### config.mk
export PLATFORM = sky130hd
export DESIGN_NAME = mem_access_unit
export DESIGN_NICKNAME = d
export VERILOG_FILES = /design/src/rtl/mem_pkg.sv /design/src/rtl/load_extend.sv /design/src/rtl/mem_access_unit.sv
export SDC_FILE = /design/constraint.sdc
export NUM_CORES = 1
export LEC_CHECK = 0
export ABC_AREA = 0
export ABC_CLOCK_PERIOD_IN_PS = 4240
export BUFFER_PORTS_ARGS = -buffer_cell sky130_fd_sc_hd__buf_4
export CAP_MARGIN = 20
export CORE_ASPECT_RATIO = 1.2
export CORE_MARGIN = 4
export CORE_UTILIZATION = 45
export DETAILED_ROUTE_END_ITERATION = 8
export HOLD_SLACK_MARGIN = 0.02
export PLACE_DENSITY = 0.84
export SLEW_MARGIN = 15
export SYNTH_ARGS = -nofsm -noshare
export SYNTH_HDL_FRONTEND = slang
export SYNTH_SLANG_ARGS = --single-unit
### constraint.sdc
create_clock -name clk -period 4.24 [get_ports clk]
set_clock_uncertainty 0.05 [all_clocks]
set_input_delay 0.212 -clock clk [delete_from_list [all_inputs] [get_ports clk]]
set_output_delay 0.212 -clock clk [all_outputs]
set_load 0.01 [all_outputs]
### src/rtl/mem_pkg.sv
`default_nettype none
// ============================================================================
//  Module   : mem_pkg
//  Purpose  : Shared definitions for the memory access unit. Contains the
//             RV32I load/store funct3 codes and the memory access-size codes,
//             the grant-owner enum, and small helpers for legality and
//             alignment decisions.
//  Revision : 1.0  initial release
// ============================================================================
package mem_pkg;

  // RV32I funct3 codes for loads
  localparam logic [2:0] c_f3_lb  = 3'b000;
  localparam logic [2:0] c_f3_lh  = 3'b001;
  localparam logic [2:0] c_f3_lw  = 3'b010;
  localparam logic [2:0] c_f3_lbu = 3'b100;
  localparam logic [2:0] c_f3_lhu = 3'b101;

  // RV32I funct3 codes for stores
  localparam logic [2:0] c_f3_sb  = 3'b000;
  localparam logic [2:0] c_f3_sh  = 3'b001;
  localparam logic [2:0] c_f3_sw  = 3'b010;

  // Memory access-size codes on mem_ctrl
  localparam logic [1:0] c_ctrl_byte = 2'd0;
  localparam logic [1:0] c_ctrl_half = 2'd1;
  localparam logic [1:0] c_ctrl_word = 2'd2;

  // Owner of the memory port in the current cycle
  typedef enum logic [1:0] {
    GNT_NONE = 2'd0,
    GNT_IF   = 2'd1,
    GNT_DM   = 2'd2
  } gnt_t;

  // The funct3 encodings this unit accepts for each access direction
  function automatic logic f3_legal(input logic we, input logic [2:0] f3);
    logic ok;
    if (we) begin
      ok = (f3 == c_f3_sb) || (f3 == c_f3_sh) || (f3 == c_f3_sw);
    end else begin
      ok = (f3 == c_f3_lb) || (f3 == c_f3_lh) || (f3 == c_f3_lw) ||
           (f3 == c_f3_lbu) || (f3 == c_f3_lhu);
    end
    return ok;
  endfunction

  // Access size follows funct3[1:0]; the unsigned variants share the size of
  // their signed partners. The 2'b11 pattern is never legal, so mapping it to
  // a word is harmless.
  function automatic logic [1:0] f3_size(input logic [1:0] f3_lo);
    logic [1:0] sz;
    case (f3_lo)
      2'b00:   sz = c_ctrl_byte;
      2'b01:   sz = c_ctrl_half;
      default: sz = c_ctrl_word;
    endcase
    return sz;
  endfunction

  function automatic logic addr_aligned(input logic [1:0] size, input logic [1:0] lsb);
    logic ok;
    case (size)
      c_ctrl_byte: ok = 1'b1;
      c_ctrl_half: ok = (lsb[0] == 1'b0);
      default:     ok = (lsb == 2'b00);
    endcase
    return ok;
  endfunction

endpackage
`default_nettype wire

### src/rtl/load_extend.sv
`default_nettype none
// ============================================================================
//  Module   : load_extend
//  Purpose  : Combinational load formatter. Picks the low byte/half of the
//             memory read word and sign- or zero-extends it according to the
//             load funct3; a word load passes straight through.
//  Ports    : funct3   in   3      load funct3
//             mem_data in   WIDTH  raw little-endian read data
//             data_out out  WIDTH  extended load result
//  Revision : 1.0  initial release
// ============================================================================
module load_extend
  import mem_pkg::*;
#(
  parameter int WIDTH = 32
) (
  input  logic [2:0]       funct3,
  input  logic [WIDTH-1:0] mem_data,
  output logic [WIDTH-1:0] data_out
);

  always_comb begin
    data_out = mem_data;
    case (funct3)
      c_f3_lb:  data_out = {{(WIDTH-8){mem_data[7]}}, mem_data[7:0]};
      c_f3_lh:  data_out = {{(WIDTH-16){mem_data[15]}}, mem_data[15:0]};
      c_f3_lbu: data_out = {{(WIDTH-8){1'b0}}, mem_data[7:0]};
      c_f3_lhu: data_out = {{(WIDTH-16){1'b0}}, mem_data[15:0]};
      default:  data_out = mem_data;
    endcase
  end

endmodule
`default_nettype wire

### src/rtl/mem_access_unit.sv
`default_nettype none
// ============================================================================
//  Module   : mem_access_unit
//  Purpose  : Single-port arbiter and load/store formatter between the fetch
//             and data requesters and a unified byte-addressable memory.
//             One access is granted per cycle (data first, fetch forced after
//             STARVE_LIMIT consecutive data grants), alignment and funct3 are
//             checked, and every response is registered one cycle later.
//  Ports    : clk, rst (sync, active-low)
//             if_req/if_addr -> if_ack, if_rvalid/if_rdata/if_err
//             dm_req/dm_we/dm_addr/dm_wdata/dm_funct3
//                            -> dm_ack, dm_rvalid/dm_rdata/dm_err
//             mem_write_en/mem_addr/mem_write_data/mem_ctrl -> memory,
//             mem_data <- memory (async read)
//  Revision : 1.0  initial release
// ============================================================================
module mem_access_unit
  import mem_pkg::*;
#(
  parameter int WORD_SIZE    = 32,
  parameter int STARVE_LIMIT = 4
) (
  input  logic                 clk,
  input  logic                 rst,
  input  logic                 if_req,
  input  logic [WORD_SIZE-1:0] if_addr,
  output logic                 if_ack,
  output logic                 if_rvalid,
  output logic [WORD_SIZE-1:0] if_rdata,
  output logic                 if_err,
  input  logic                 dm_req,
  input  logic                 dm_we,
  input  logic [WORD_SIZE-1:0] dm_addr,
  input  logic [WORD_SIZE-1:0] dm_wdata,
  input  logic [2:0]           dm_funct3,
  output logic                 dm_ack,
  output logic                 dm_rvalid,
  output logic [WORD_SIZE-1:0] dm_rdata,
  output logic                 dm_err,
  output logic                 mem_write_en,
  output logic [WORD_SIZE-1:0] mem_addr,
  output logic [WORD_SIZE-1:0] mem_write_data,
  output logic [1:0]           mem_ctrl,
  input  logic [WORD_SIZE-1:0] mem_data
);

  localparam int            c_cnt_w = $clog2(STARVE_LIMIT + 1);
  localparam logic [c_cnt_w-1:0] c_limit = c_cnt_w'(STARVE_LIMIT);

  // --------------------------------------------------------------------------
  // State
  // --------------------------------------------------------------------------
  logic [c_cnt_w-1:0]   r_starve_cnt;
  logic [WORD_SIZE-1:0] r_last_addr;
  logic [1:0]           r_last_ctrl;

  logic                 r_if_rvalid;
  logic [WORD_SIZE-1:0] r_if_rdata;
  logic                 r_if_err;
  logic                 r_dm_rvalid;
  logic [WORD_SIZE-1:0] r_dm_rdata;
  logic                 r_dm_err;

  // --------------------------------------------------------------------------
  // Request decode
  // --------------------------------------------------------------------------
  gnt_t                 w_gnt;
  logic                 w_fetch_force;
  logic [1:0]           w_dm_size;
  logic                 w_dm_ok;
  logic                 w_if_ok;
  logic [WORD_SIZE-1:0] w_load_data;

  logic [WORD_SIZE-1:0] w_addr;
  logic [1:0]           w_ctrl;
  logic                 w_we;
  logic [WORD_SIZE-1:0] w_wdata;

  assign w_fetch_force = if_req && (r_starve_cnt == c_limit);
  assign w_dm_size     = f3_size(dm_funct3[1:0]);
  assign w_dm_ok       = f3_legal(dm_we, dm_funct3) &&
                         addr_aligned(w_dm_size, dm_addr[1:0]);
  assign w_if_ok       = (if_addr[1:0] == 2'b00);

  // Grant owner: data has priority unless fetch has been starved long enough.
  // Nothing is granted while reset is asserted.
  always_comb begin
    w_gnt = GNT_NONE;
    if (rst) begin
      if (dm_req && !w_fetch_force) begin
        w_gnt = GNT_DM;
      end else if (if_req) begin
        w_gnt = GNT_IF;
      end
    end
  end

  // Memory port drive; when idle the address and size hold their last values
  always_comb begin
    w_addr  = r_last_addr;
    w_ctrl  = r_last_ctrl;
    w_we    = 1'b0;
    w_wdata = '0;
    case (w_gnt)
      GNT_IF: begin
        w_addr = if_addr;
        w_ctrl = c_ctrl_word;
      end
      GNT_DM: begin
        w_addr  = dm_addr;
        w_ctrl  = w_dm_size;
        w_we    = dm_we && w_dm_ok;
        w_wdata = dm_wdata;
      end
      default: begin
        w_addr = r_last_addr;
      end
    endcase
  end

  assign if_ack         = (w_gnt == GNT_IF);
  assign dm_ack         = (w_gnt == GNT_DM);
  assign mem_write_en   = w_we;
  assign mem_addr       = rst ? w_addr  : '0;
  assign mem_ctrl       = rst ? w_ctrl  : c_ctrl_byte;
  assign mem_write_data = w_wdata;

  load_extend #(
    .WIDTH (WORD_SIZE)
  ) u_load_extend (
    .funct3   (dm_funct3),
    .mem_data (mem_data),
    .data_out (w_load_data)
  );

  // --------------------------------------------------------------------------
  // Registers
  // --------------------------------------------------------------------------
  always_ff @(posedge clk) begin
    if (!rst) begin
      r_starve_cnt <= '0;
      r_last_addr  <= '0;
      r_last_ctrl  <= c_ctrl_byte;
      r_if_rvalid  <= 1'b0;
      r_if_rdata   <= '0;
      r_if_err     <= 1'b0;
      r_dm_rvalid  <= 1'b0;
      r_dm_rdata   <= '0;
      r_dm_err     <= 1'b0;
    end else begin
      if ((w_gnt == GNT_IF) || !if_req) begin
        r_starve_cnt <= '0;
      end else if (w_gnt == GNT_DM) begin
        r_starve_cnt <= r_starve_cnt + 1'b1;
      end

      r_last_addr <= w_addr;
      r_last_ctrl <= w_ctrl;

      r_if_rvalid <= (w_gnt == GNT_IF);
      r_if_err    <= (w_gnt == GNT_IF) && !w_if_ok;
      r_if_rdata  <= ((w_gnt == GNT_IF) && w_if_ok) ? mem_data : '0;

      r_dm_rvalid <= (w_gnt == GNT_DM);
      r_dm_err    <= (w_gnt == GNT_DM) && !w_dm_ok;
      r_dm_rdata  <= ((w_gnt == GNT_DM) && w_dm_ok && !dm_we) ? w_load_data : '0;
    end
  end

  // A response registered just before reset asserts must not escape during
  // the reset cycle, so the registered outputs are also qualified by rst.
  assign if_rvalid = rst && r_if_rvalid;
  assign if_err    = rst && r_if_err;
  assign if_rdata  = rst ? r_if_rdata : '0;
  assign dm_rvalid = rst && r_dm_rvalid;
  assign dm_err    = rst && r_dm_err;
  assign dm_rdata  = rst ? r_dm_rdata : '0;

endmodule
`default_nettype wire

# --- Word-level counts from Yosys, hierarchy flattened ---
# Cells that the tools add are included.
word_totals:
  elab_cells: 67
  out_inout_bits: 137
  inputBits: 136
  register_bits: 105
classes:
  mux: 15
  n_addsub: 1
  n_bitwise: 2
  n_eq_ne: 9
  n_reduce_logical: 31
op_table:
  columns: ["op", "count"]
  rows:
  - ["2-to-1 mux 32 bit", 4]
  - ["one-hot mux 32 bit (4 select lines)", 1]
  - ["one-hot mux 32 bit (2 select lines)", 1]
  - ["logical AND 1 bit", 13]
  - ["== test 3 bit (second input constant)", 3]
  - ["logical NOT 2 bit", 4]
  - ["one-hot mux 2 bit (2 select lines)", 2]
  - ["== test 2 x 1 -> 1 bit (second input constant)", 3]
  - ["2-to-1 mux 2 bit", 3]
  - ["logical NOT 1 bit", 5]
  - ["logical OR 1 bit", 5]
  - ["AND reduction 2 bit", 2]
  - ["adder 3 x 1 -> 3 bit (second input constant)", 1]
  - ["== test 3 x 1 -> 1 bit (second input constant)", 1]
  - ["== test 3 x 2 -> 1 bit (second input constant)", 1]
  - ["logical NOT 3 bit", 1]
  - ["2-to-1 mux 1 bit", 3]
  - ["== test 2 bit (second input constant)", 1]
  - ["inverter 1 bit", 2]
  - ["one-hot mux 1 bit (2 select lines)", 1]
  - ["OR reduction 2 bit", 1]

# --- Longest topological paths before layout ---
# Gate-level depths: netlist (run 1).
logic_depth:
  word_depth: 10
  depth_mapped: 11

# --- Hierarchy ---
# From an unflattened synthesis (run 1), not the netlist that was laid out.
unflattened:
  hier_cells: 556
  area_unflattened_um2: 5122.4
by_module_without_submodules:
  columns: ["module", "n_inst", "seq_area_each_um2", "area_each_um2", "cells_per_inst"]
  rows:
  - ["mem_access_unit", 1, 2102.0, 4767.1, 489]
  - ["load_extend", 1, 0.0, 355.3, 67]

# --- Least setup slack after synthesis (run 1) ---
# Ideal clock, no wire load.
synth_timing:
  path_kind: "reg2out"
  startpoint: "register r_starve_cnt[0]"
  endpoint: "output port mem_ctrl[0]"
  t_required_ps: 3978
  path_slack_ps: 2061
  n_path_buf: 2
  arrival_time_ps: 1917
  stages_incl_launch_ff: 12
  cell_sequence: "dfxtp_1 inv_1 ha_1 nand3_1 nand3_1 inv_1 ha_1 buf_2 clkbuf_1 nand2_1 o31ai_1 and2_1"
synth_via:
  elab_chain_cells: 9
  elab_cells_between_ends: 10
  cone_classes: "eq/ne: 3; mux: 4; reduce/logical: 3"
synth_rtl:
  columns: ["element", "line", "rtl"]
  rows:
  - ["start, declared", "mem_access_unit.sv:53", "logic [c_cnt_w-1:0] r_starve_cnt;"]
  - ["start signal, assigned", "mem_access_unit.sv:154", "r_starve_cnt <= r_starve_cnt + 1'b1;"]
  - ["== test 3 bit", "mem_access_unit.sv:79", "assign w_fetch_force = if_req && (r_starve_cnt == c_limit);"]
  - ["logical AND 1 bit", "mem_access_unit.sv:79", null]
  - ["logical NOT 1 bit", "mem_access_unit.sv:90", "if (dm_req && !w_fetch_force) begin"]
  - ["logical AND 1 bit", "mem_access_unit.sv:90", null]
  - ["2-to-1 mux 2 bit", "mem_access_unit.sv:90", null]
  - ["2-to-1 mux 2 bit", "mem_access_unit.sv:89", "if (rst) begin"]
  - ["== test 2 bit", null, null]
  - ["via dm_ack", "mem_access_unit.sv:36", "output logic dm_ack,"]
  - ["one-hot mux 2 bit (2 select lines)", "mem_access_unit.sv:104", "case (w_gnt)"]
  - ["2-to-1 mux 2 bit", null, null]
  - ["end, declared", "mem_access_unit.sv:43", "output logic [1:0] mem_ctrl,"]
# The timed path passes the listed nets, and every way through them passes these cells.

# --- Worst setup path in the final report (run 1) ---
layout_timing:
  startpoint: "register r_starve_cnt[0]"
  endpoint: "output port mem_addr[3]"
layout_via:
  elab_chain_cells: 9
  elab_cells_between_ends: 10
  cone_classes: "eq/ne: 3; mux: 4; reduce/logical: 3"
layout_rtl:
  columns: ["element", "line", "rtl"]
  rows:
  - ["== test 3 bit *", "mem_access_unit.sv:79", null]
  - ["logical AND 1 bit *", "mem_access_unit.sv:79", null]
  - ["logical NOT 1 bit *", "mem_access_unit.sv:90", null]
  - ["logical AND 1 bit *", "mem_access_unit.sv:90", null]
  - ["2-to-1 mux 2 bit *", "mem_access_unit.sv:90", null]
  - ["2-to-1 mux 2 bit *", "mem_access_unit.sv:89", null]
  - ["== test 2 bit or == test 2 x 1 -> 1 bit (tied branches)", "mem_access_unit.sv:104", null]
  - ["one-hot mux 32 bit (2 select lines) *", "mem_access_unit.sv:104", null]
  - ["2-to-1 mux 32 bit *", null, null]
  - ["end, declared", "mem_access_unit.sv:41", "output logic [WORD_SIZE-1:0] mem_addr,"]
# Every way passes the cells marked *; elsewhere a longest branch is shown, timed or not.

==> results of run 1 <==
-- metal layers --
| layer | vias to the layer above | routed length, um | global-route usage, % |
|---|---|---|---|
| met4 | 0 | 174 | 7.377 |
| met2 | 154 | 7685 | 44.55 |
| met3 | 16 | 1093 | 7.049 |
| li1 | 2050 | - | - |
| met1 | 1951 | 5226 | 26.93 |
| met5 | - | 0 | 0 |
-- layout make-up --
| class | count | area (um^2) | share of cell area, % |
|---|---|---|---|
| well taps | 123 | 153.9 | 2.264 |
| inverters | 15 | 56.30 | 0.8281 |
| flip-flops and latches | 105 | 2102 | 30.92 |
| repair buffers | 281 | 2150 | 31.62 |
| clock buffers | 10 | 229.0 | 3.368 |
| multi-input cells | 294 | 2046 | 30.09 |
| clock inverters | 6 | 62.56 | 0.9201 |
-- per-stage QoR --
stage	hold slack (ns)	setup slack [ns]	utilization [%]
global route	0.02616	1.135	71.45
finish	0.03314	1.292	71.45
global placement	0.3742	1.468	67.57
detailed placement	0.3774	1.202	67.73
floorplan	0.2837	2.061	-
CTS	0.02223	0.9961	71.01
-- kinds of logic (layout without fill, tap and decap cells) --
logic type | Yosys count | in the layout | share of synthesized area, %
AOI/OAI and AO/OA | 96 | 96 | 19.52
xor gates and xnor gates | 2 | 2 | 0.3984
adders and majority gates | 5 | 5 | 1.422
buffers and inverters | 60 | 312 | 6.060
DFF | 105 | 105 | 47.80
muxes | 2 | 2 | 0.4552
and+or+nand+nor | 189 | 189 | 24.35
-- cells in the mapped netlist, drive strengths merged --
| master | instances | area share [%] |
|---|---|---|
| a21oi | 29 | 4.3 |
| a221o | 32 | 7.3 |
| and2 | 126 | 18 |
| and3 | 1 | 0.14 |
| buf | 12 | 2.0 |
| clkbuf | 33 | 2.8 |
| clkinv | 1 | 0.085 |
| dfxtp | 105 | 48 |
| ha | 5 | 1.4 |
| inv | 14 | 1.2 |
| mux2i | 2 | 0.46 |
| nand2 | 32 | 2.7 |
| nand3 | 2 | 0.23 |
| nor2 | 14 | 1.2 |
| nor3 | 1 | 0.11 |
| nor4 | 9 | 1.4 |
| o2111ai | 1 | 0.34 |
| o211a | 32 | 7.3 |
| o21ai | 1 | 0.11 |
| o31ai | 1 | 0.17 |
| or2 | 2 | 0.28 |
| or3 | 1 | 0.14 |
| or4 | 1 | 0.17 |
| xnor2 | 1 | 0.20 |
| xor2 | 1 | 0.20 |
-- critical path: cells and delay by family, from the launching register on --
kind	cells	cell delay, ns
compound gates	3	0.73
buf+inv	4	0.57
fa+ha+maj	2	0.60
simple gates	1	0.07
flops	1	0.34
-- state kept, by name, summed over array words and instances (netlist names) --
signal	count
r_dm_err	1
r_dm_rdata	32
r_dm_rvalid	1
r_if_err	1
r_if_rdata	32
r_if_rvalid	1
r_last_addr	32
r_last_ctrl	2
r_starve_cnt	3
-- path summary, 6_finish.rpt --
check                   from              end  slack, ns  cells after the start
min reg2reg  r_last_addr[12]  r_last_addr[12]       0.44                      1
min             mem_data[29]   r_if_rdata[29]       0.03                      2
max reg2reg  r_starve_cnt[0]   r_if_rdata[21]       1.82                      9
max          r_starve_cnt[0]      mem_addr[3]       1.29                     10
-- what timing repair did --
item | 4_1_cts | 5_1_grt
hold buffers | 2 | 0
hold endpoints to repair | 2 | 0
resized for setup | 0 | 0
-- power by group through the flow --
stage                     sequential [W]  clock, W  combinational (W)
final                            0.00103  0.000798           0.000367
after global routing             0.00103  0.000852           0.000399
after CTS                        0.00103  0.000813           0.000362
after detailed placement         0.00105         0           0.000359
after global placement           0.00105         0           0.000348
after floorplan                  0.00105         0           0.000161
==> flow_results.xml, run 1 <==
<?xml version="1.0" encoding="UTF-8"?>
<metrics>
  <group name="power_and_ir_drop">
    <metric name="power.ir.vdd_worst" unit="mV">0.2747</metric>
    <metric name="share_clk_of_total_power" unit="%">36.4</metric>
    <metric name="power_frac_seq" unit="%">46.9</metric>
    <metric name="switchingPower" unit="W">0.0005628</metric>
    <metric name="power" unit="W">0.002193</metric>
    <metric name="netSwitchingFraction" unit="%">25.66</metric>
    <metric name="power.density_cell_area" unit="nW/um^2">322.6</metric>
    <metric name="internal_power" unit="W">0.001631</metric>
    <metric name="power_frac_comb" unit="%">16.7</metric>
    <metric name="power_leakage" unit="nW">3.587</metric>
  </group>
  <group name="clocking">
    <metric name="postCtsSetupRepairBufs" unit="">0</metric>
    <metric name="clk_path_buf_depth" unit="">2</metric>
    <metric name="clock_latency_on_the_worst_skew_pair" unit="ns">0.34</metric>
    <metric name="numCtsBuffers" unit="">9</metric>
    <metric name="htreeDepth" unit="">3</metric>
    <metric name="clock_tree_from_tritoncts" unit="">yes</metric>
    <metric name="clkSinkCount" unit="">105</metric>
    <metric name="root_buffer" unit="">clkbuf_16</metric>
    <metric name="cts.reportedPaths.clkPinSlew" unit="ns">0.07</metric>
  </group>
  <group name="cells_and_area">
    <metric name="finalNetCount" unit="">847</metric>
    <metric name="areaGrowthSynthToFinish" unit="%">54.59</metric>
    <metric name="layout-drive-gt1-share" unit="%">43.46</metric>
    <metric name="final_cell_count_no_fill" unit="">834</metric>
    <metric name="fill_cells" unit="">716</metric>
    <metric name="mostFrequentLayoutCells" unit="">buf_4 (276), and2_1 (126), dfxtp_1 (105)</metric>
    <metric name="most_common_cell_after_layout_fill_and_taps_aside" unit="">buf_4</metric>
    <metric name="antenna_cells" unit="">0</metric>
    <metric name="final_cell_area" unit="um^2">6799</metric>
  </group>
  <group name="global_routing">
    <metric name="first_global_vias" unit="">4306</metric>
    <metric name="antenna_found_initial" unit="">0</metric>
    <metric name="grt_first_pass_wirelength" unit="um">21890</metric>
    <metric name="grt-ovfl-total" unit="">0</metric>
    <metric name="grt_start_max_net_pins" unit="">107</metric>
    <metric name="global_route.usage.total" unit="%">24.11</metric>
  </group>
  <group name="routing">
    <metric name="drt-wirelength-per-cell" unit="um">17.00</metric>
    <metric name="ratio_of_routed_vias_to_standard_cells" unit="">5.001</metric>
    <metric name="ant_nets" unit="">0</metric>
    <metric name="route.detailed.drc" unit="">0</metric>
    <metric name="drtPass1Iterations" unit="">6</metric>
    <metric name="drt_iter0_markers" unit="">210</metric>
    <metric name="vias" unit="">4171</metric>
    <metric name="routed_wirelength" unit="um">14180</metric>
  </group>
  <group name="synth">
    <metric name="synthesis.instances" unit="">459</metric>
    <metric name="synth_fp_nets" unit="">600</metric>
    <metric name="synth_area" unit="um^2">4398</metric>
    <metric name="post_synth_num_cell_types" unit="">31</metric>
    <metric name="postSynthRegisterBits" unit="">105</metric>
    <metric name="synthesis.area_per_instance" unit="um^2">9.582</metric>
    <metric name="ys_seq_area_share" unit="%">47.80</metric>
    <metric name="synth.yosys.warnings" unit="">0</metric>
  </group>
  <group name="run_status">
    <metric name="outcome" unit="">complete, no violations</metric>
  </group>
  <group name="sta">
    <metric name="rsz0062_at_grt" unit="">false</metric>
    <metric name="report.final.slew_viol_count" unit="">0</metric>
    <metric name="slew_headroom" unit="%">32.15</metric>
    <metric name="setup_tns" unit="ns">0</metric>
    <metric name="timing_worst_slew_pin_value" unit="ns">1.017</metric>
    <metric name="min_period_over_period" unit="%">69.52</metric>
    <metric name="max_clock_freq" unit="MHz">339.2</metric>
    <metric name="final-setup-viol-count" unit="">0</metric>
    <metric name="final-hold-violation-count" unit="">0</metric>
    <metric name="timing.final.crit_period" unit="ns">2.948</metric>
  </group>
  <group name="floorplan">
    <metric name="placeableCoreArea" unit="um^2">9515</metric>
    <metric name="die_area" unit="um^2">11430</metric>
    <metric name="ios" unit="">273</metric>
    <metric name="initial_core_util" unit="%">46.22</metric>
    <metric name="die_height" unit="um">116.3</metric>
    <metric name="floorplan.die.width" unit="um">98.25</metric>
    <metric name="placement_rows" unit="">39</metric>
  </group>
  <group name="placement">
    <metric name="placement.io_buffers" unit="">272</metric>
    <metric name="post-dp-hpwl" unit="um">10790</metric>
    <metric name="place_congestion" unit="">0.8686</metric>
    <metric name="placed_area" unit="um^2">6445</metric>
    <metric name="dpl.cell_count" unit="">814</metric>
  </group>
  <group name="critical_path">
    <metric name="timing.critical_path.slowest_stage_cell" unit="">ha_1</metric>
    <metric name="worst-endpoint-arrival" unit="ns">2.69</metric>
    <metric name="critPathRequiredTime" unit="ns">3.98</metric>
    <metric name="criticalPathCategory" unit="">reg -&gt; out</metric>
    <metric name="critical_path.max_stage_delay" unit="ns">0.44</metric>
    <metric name="path_cells" unit="">inv_1 -&gt; ha_1 -&gt; nand2_1 -&gt; a21oi_1 -&gt; inv_1 -&gt; ha_1 -&gt; buf_8 -&gt; a221o_1 -&gt; o211a_1 -&gt; buf_4</metric>
    <metric name="critPathCaptureType" unit="">output port</metric>
    <metric name="critPathLaunchType" unit="">flip-flop</metric>
    <metric name="timing.critical_path.fanout_max" unit="">19</metric>
  </group>
  <group name="job">
    <metric name="number_of_max_cap_violations" unit="">0</metric>
  </group>
  <group name="worst_hold_path">
    <metric name="timing.hold.worst.class" unit="">in -&gt; reg</metric>
  </group>
</metrics>
No activity file was read; power rests on OpenSTA's default activity.
==> run 2: changes to the inputs <==
ABC_AREA = 1   (was 0)
ABC_CLOCK_PERIOD_IN_PS = 2700   (was 4240)
CORE_UTILIZATION = 40   (was 45)
PLACE_DENSITY = 0.77   (was 0.84)
clock period = 2.7 ns   (was 4.24 ns; I/O delays follow)
==> flow_results.xml, run 2 <==
<?xml version="1.0" encoding="UTF-8"?>
<metrics>
  <group name="synth">
    <metric name="post_synth_main_area_contributors" unit="">dfxtp_1 (45%), nand2_1 (16%), inv_1 (13%)</metric>
    <metric name="post-synth-top-area-cell" unit="">dfxtp_1</metric>
    <metric name="ys_seq_area_share" unit="%">45.00</metric>
    <metric name="postSynthRegisterBits" unit="">105</metric>
    <metric name="synth_fp_nets" unit="">839</metric>
    <metric name="synth_top_area_share" unit="%">45.00</metric>
    <metric name="async_flop_share" unit="%">0</metric>
    <metric name="post_synth_num_cell_types" unit="">25</metric>
    <metric name="synthFlopType" unit="">dfxtp_1</metric>
    <metric name="synthesis.instances" unit="">698</metric>
    <metric name="yosys.cell_count.top_type" unit="">nand2_1</metric>
    <metric name="synthesis.area_per_instance" unit="um^2">6.692</metric>
    <metric name="synth-edff-count" unit="">0</metric>
    <metric name="synth_area" unit="um^2">4671</metric>
    <metric name="synth.yosys.warnings" unit="">0</metric>
    <metric name="yosys-top-cells-count" unit="">nand2_1 (196), inv_1 (162), dfxtp_1 (105)</metric>
  </group>
  <group name="routing">
    <metric name="ant_nets" unit="">0</metric>
    <metric name="vias" unit="">5135</metric>
    <metric name="route.detailed.drc" unit="">0</metric>
    <metric name="drt_iter0_markers" unit="">192</metric>
    <metric name="drtPass1Iterations" unit="">6</metric>
    <metric name="drt-wirelength-per-cell" unit="um">13.85</metric>
    <metric name="ratio_of_routed_vias_to_standard_cells" unit="">4.454</metric>
    <metric name="routed_wirelength" unit="um">15970</metric>
  </group>
  <group name="sta">
    <metric name="slew_headroom" unit="%">68.02</metric>
    <metric name="final-setup-viol-count" unit="">0</metric>
    <metric name="final-hold-violation-count" unit="">0</metric>
    <metric name="report.final.slew_viol_count" unit="">0</metric>
    <metric name="timing.final.crit_period" unit="ns">2.597</metric>
    <metric name="min_period_over_period" unit="%">96.20</metric>
    <metric name="timing_worst_slew_pin_value" unit="ns">0.4797</metric>
    <metric name="max_clock_freq" unit="MHz">385.0</metric>
  </group>
  <group name="run_status">
    <metric name="outcome" unit="">complete, no violations</metric>
  </group>
  <group name="cells_and_area">
    <metric name="fill_cells" unit="">949</metric>
    <metric name="most_common_cell_after_layout_fill_and_taps_aside" unit="">buf_4</metric>
    <metric name="reg.largest.list" unit="">r_dm_rdata (32), r_if_rdata (32), r_last_addr (32)</metric>
    <metric name="layout-drive-gt1-share" unit="%">34.33</metric>
    <metric name="mostFrequentLayoutCells" unit="">buf_4 (281), nand2_1 (196), inv_1 (161)</metric>
    <metric name="finalNetCount" unit="">1135</metric>
    <metric name="areaGrowthSynthToFinish" unit="%">63.94</metric>
    <metric name="antenna_cells" unit="">0</metric>
    <metric name="final_cell_count_no_fill" unit="">1153</metric>
  </group>
  <group name="global_routing">
    <metric name="grt_first_pass_wirelength" unit="um">23810</metric>
    <metric name="antenna_found_initial" unit="">0</metric>
    <metric name="first_global_vias" unit="">4841</metric>
    <metric name="global_route.usage.total" unit="%">21.93</metric>
    <metric name="grt_start_max_net_pins" unit="">44</metric>
    <metric name="grt-ovfl-total" unit="">0</metric>
  </group>
  <group name="clocking">
    <metric name="clkSinkCount" unit="">105</metric>
    <metric name="numCtsBuffers" unit="">9</metric>
    <metric name="htreeDepth" unit="">3</metric>
    <metric name="clock_latency_on_the_worst_skew_pair" unit="ns">0.35</metric>
    <metric name="cts.reportedPaths.clkPinSlew" unit="ns">0.08</metric>
    <metric name="clock_tree_from_tritoncts" unit="">yes</metric>
    <metric name="root_buffer" unit="">clkbuf_16</metric>
    <metric name="clk_path_buf_depth" unit="">2</metric>
  </group>
  <group name="placement">
    <metric name="post-dp-hpwl" unit="um">10920</metric>
    <metric name="placement.io_buffers" unit="">272</metric>
    <metric name="place_congestion" unit="">0.9137</metric>
    <metric name="dpl.cell_count" unit="">1096</metric>
  </group>
  <group name="floorplan">
    <metric name="die_area" unit="um^2">13480</metric>
    <metric name="placement_rows" unit="">42</metric>
    <metric name="placeableCoreArea" unit="um^2">11250</metric>
    <metric name="die_height" unit="um">126.4</metric>
    <metric name="ios" unit="">273</metric>
    <metric name="initial_core_util" unit="%">41.53</metric>
    <metric name="floorplan.die.width" unit="um">106.6</metric>
  </group>
  <group name="power_and_ir_drop">
    <metric name="internal_power" unit="W">0.002525</metric>
    <metric name="power_frac_comb" unit="%">16.0</metric>
    <metric name="switchingPower" unit="W">0.0008749</metric>
    <metric name="share_clk_of_total_power" unit="%">37.6</metric>
    <metric name="netSwitchingFraction" unit="%">25.73</metric>
    <metric name="power" unit="W">0.003400</metric>
    <metric name="power_frac_seq" unit="%">46.4</metric>
    <metric name="power.density_cell_area" unit="nW/um^2">444.0</metric>
    <metric name="power.ir.vdd_worst" unit="mV">0.3524</metric>
    <metric name="power_leakage" unit="nW">4.463</metric>
  </group>
  <group name="critical_path">
    <metric name="criticalPathCategory" unit="">reg -&gt; out</metric>
    <metric name="worst-endpoint-arrival" unit="ns">2.41</metric>
    <metric name="critPathLaunchType" unit="">flip-flop</metric>
    <metric name="critPathCaptureType" unit="">output port</metric>
    <metric name="timing.critical_path.fanout_max" unit="">7</metric>
    <metric name="critPathRequiredTime" unit="ns">2.52</metric>
    <metric name="startpoint" unit="">r_starve_cnt[0]</metric>
    <metric name="r2r_start" unit="">r_starve_cnt[0]</metric>
  </group>
  <group name="worst_hold_path">
    <metric name="hold_path_startpoint" unit="">dm_addr[10]</metric>
    <metric name="timing.hold.worst.class" unit="">in -&gt; reg</metric>
  </group>
  <group name="job">
    <metric name="number_of_max_cap_violations" unit="">0</metric>
  </group>
</metrics>
==> run 2: cell count changes in the layout (fill, tap and decap cells not counted), moves of 33 or more <==
cell | before | now
nor2_1 | 14 | 93
inv_1 | 14 | 161
nand3_1 | 2 | 36
nand2_1 | 32 | 196
and2_1 | 126 | 0
dlygate4sd3_1 | 2 | 35
==> run 2: path summary, 6_finish.rpt <==
kind,to,slack (ns),cells past startpoint
setup / recovery,mem_addr[27],0.10,13
hold / removal,r_last_addr[10],0.04,3
setup reg to reg,r_dm_rdata[30],0.49,11
hold reg to reg,r_last_ctrl[0],0.41,2
==> run 2: cells by family (layout without fill, tap and decap cells) <==
family / after synthesis / after routing / synth area share (%)
DFF: 105 / 105 / 45.00
AOI/OAI and AO/OA: 39 / 39 / 5.304
and+or+nand+nor: 347 / 347 / 30.65
buffers and inverters: 202 / 503 / 17.71
adders and majority gates: 5 / 5 / 1.339
==> run 2: timing repair <==
item | 4_1_cts | 5_1_grt
resized for setup | 5 | 19
endpoints found under the hold margin | 42 | 0
endpoints found under the setup margin | 33 | 34
gates cloned | 0 | 3
hold buffers | 35 | 0
buffers inserted | 0 | 3
pin swaps | 1 | 5
==> run 2: power groups by stage <==
stage	logic, W	registers, W	clock network [W]
finish	0.000544	0.00158	0.00128
floorplan	0.000208	0.00161	0
detailed placement	0.000472	0.00161	0
global placement	0.000471	0.00161	0
CTS	0.000519	0.00158	0.00131
global route	0.000594	0.00158	0.00136
==> run 2: stage by stage <==
| stage | setup slack (ns) | setup TNS, ns | cell area, um^2 | util [%] | hold slack, ns |
|---|---|---|---|---|---|
| finish | 0.1027 | 0 | 7657 | 68.09 | 0.04088 |
| global placement | 0.4174 | 0 | 6794 | 60.41 | 0.3083 |
| CTS | 0.001937 | 0 | 7458 | 66.32 | 0.02751 |
| floorplan | 0.5195 | 0 | 4671 | - | 0.1972 |
| global route | -0.02462 | -0.07389 | 7657 | 68.09 | 0.04286 |
| detailed placement | 0.3327 | 0 | 6794 | 60.41 | 0.3165 |
==> run 2: cell type report <==
cell class	count	area, um^2	area share (%)
repair buffers	323	2596	33.91
inverters	164	615.6	8.039
clock buffers	11	242.7	3.170
multi-input cells	391	1861	24.30
well taps	154	192.7	2.516
clock inverters	5	46.29	0.6046
flip-flops and latches	105	2103	27.47
==> run 2: worst max-delay path, cell delays in order (launching register included) <==
cell       delay, ns
dfxtp_2         0.35
inv_1           0.05
ha_1            0.18
nand3_1         0.08
nand2_1         0.09
nor2_2          0.18
inv_2           0.06
ha_4            0.24
nor2_4          0.13
buf_12          0.14
clkbuf_16       0.15
nand2_1         0.07
a31oi_2         0.16
buf_4           0.16
==> run 2: routing by layer <==
metal	GRT usage, %	wire length [um]
met5	0	0
met3	6.860	1398
met4	9.481	526
met2	39.14	8011
met1	23.71	6035
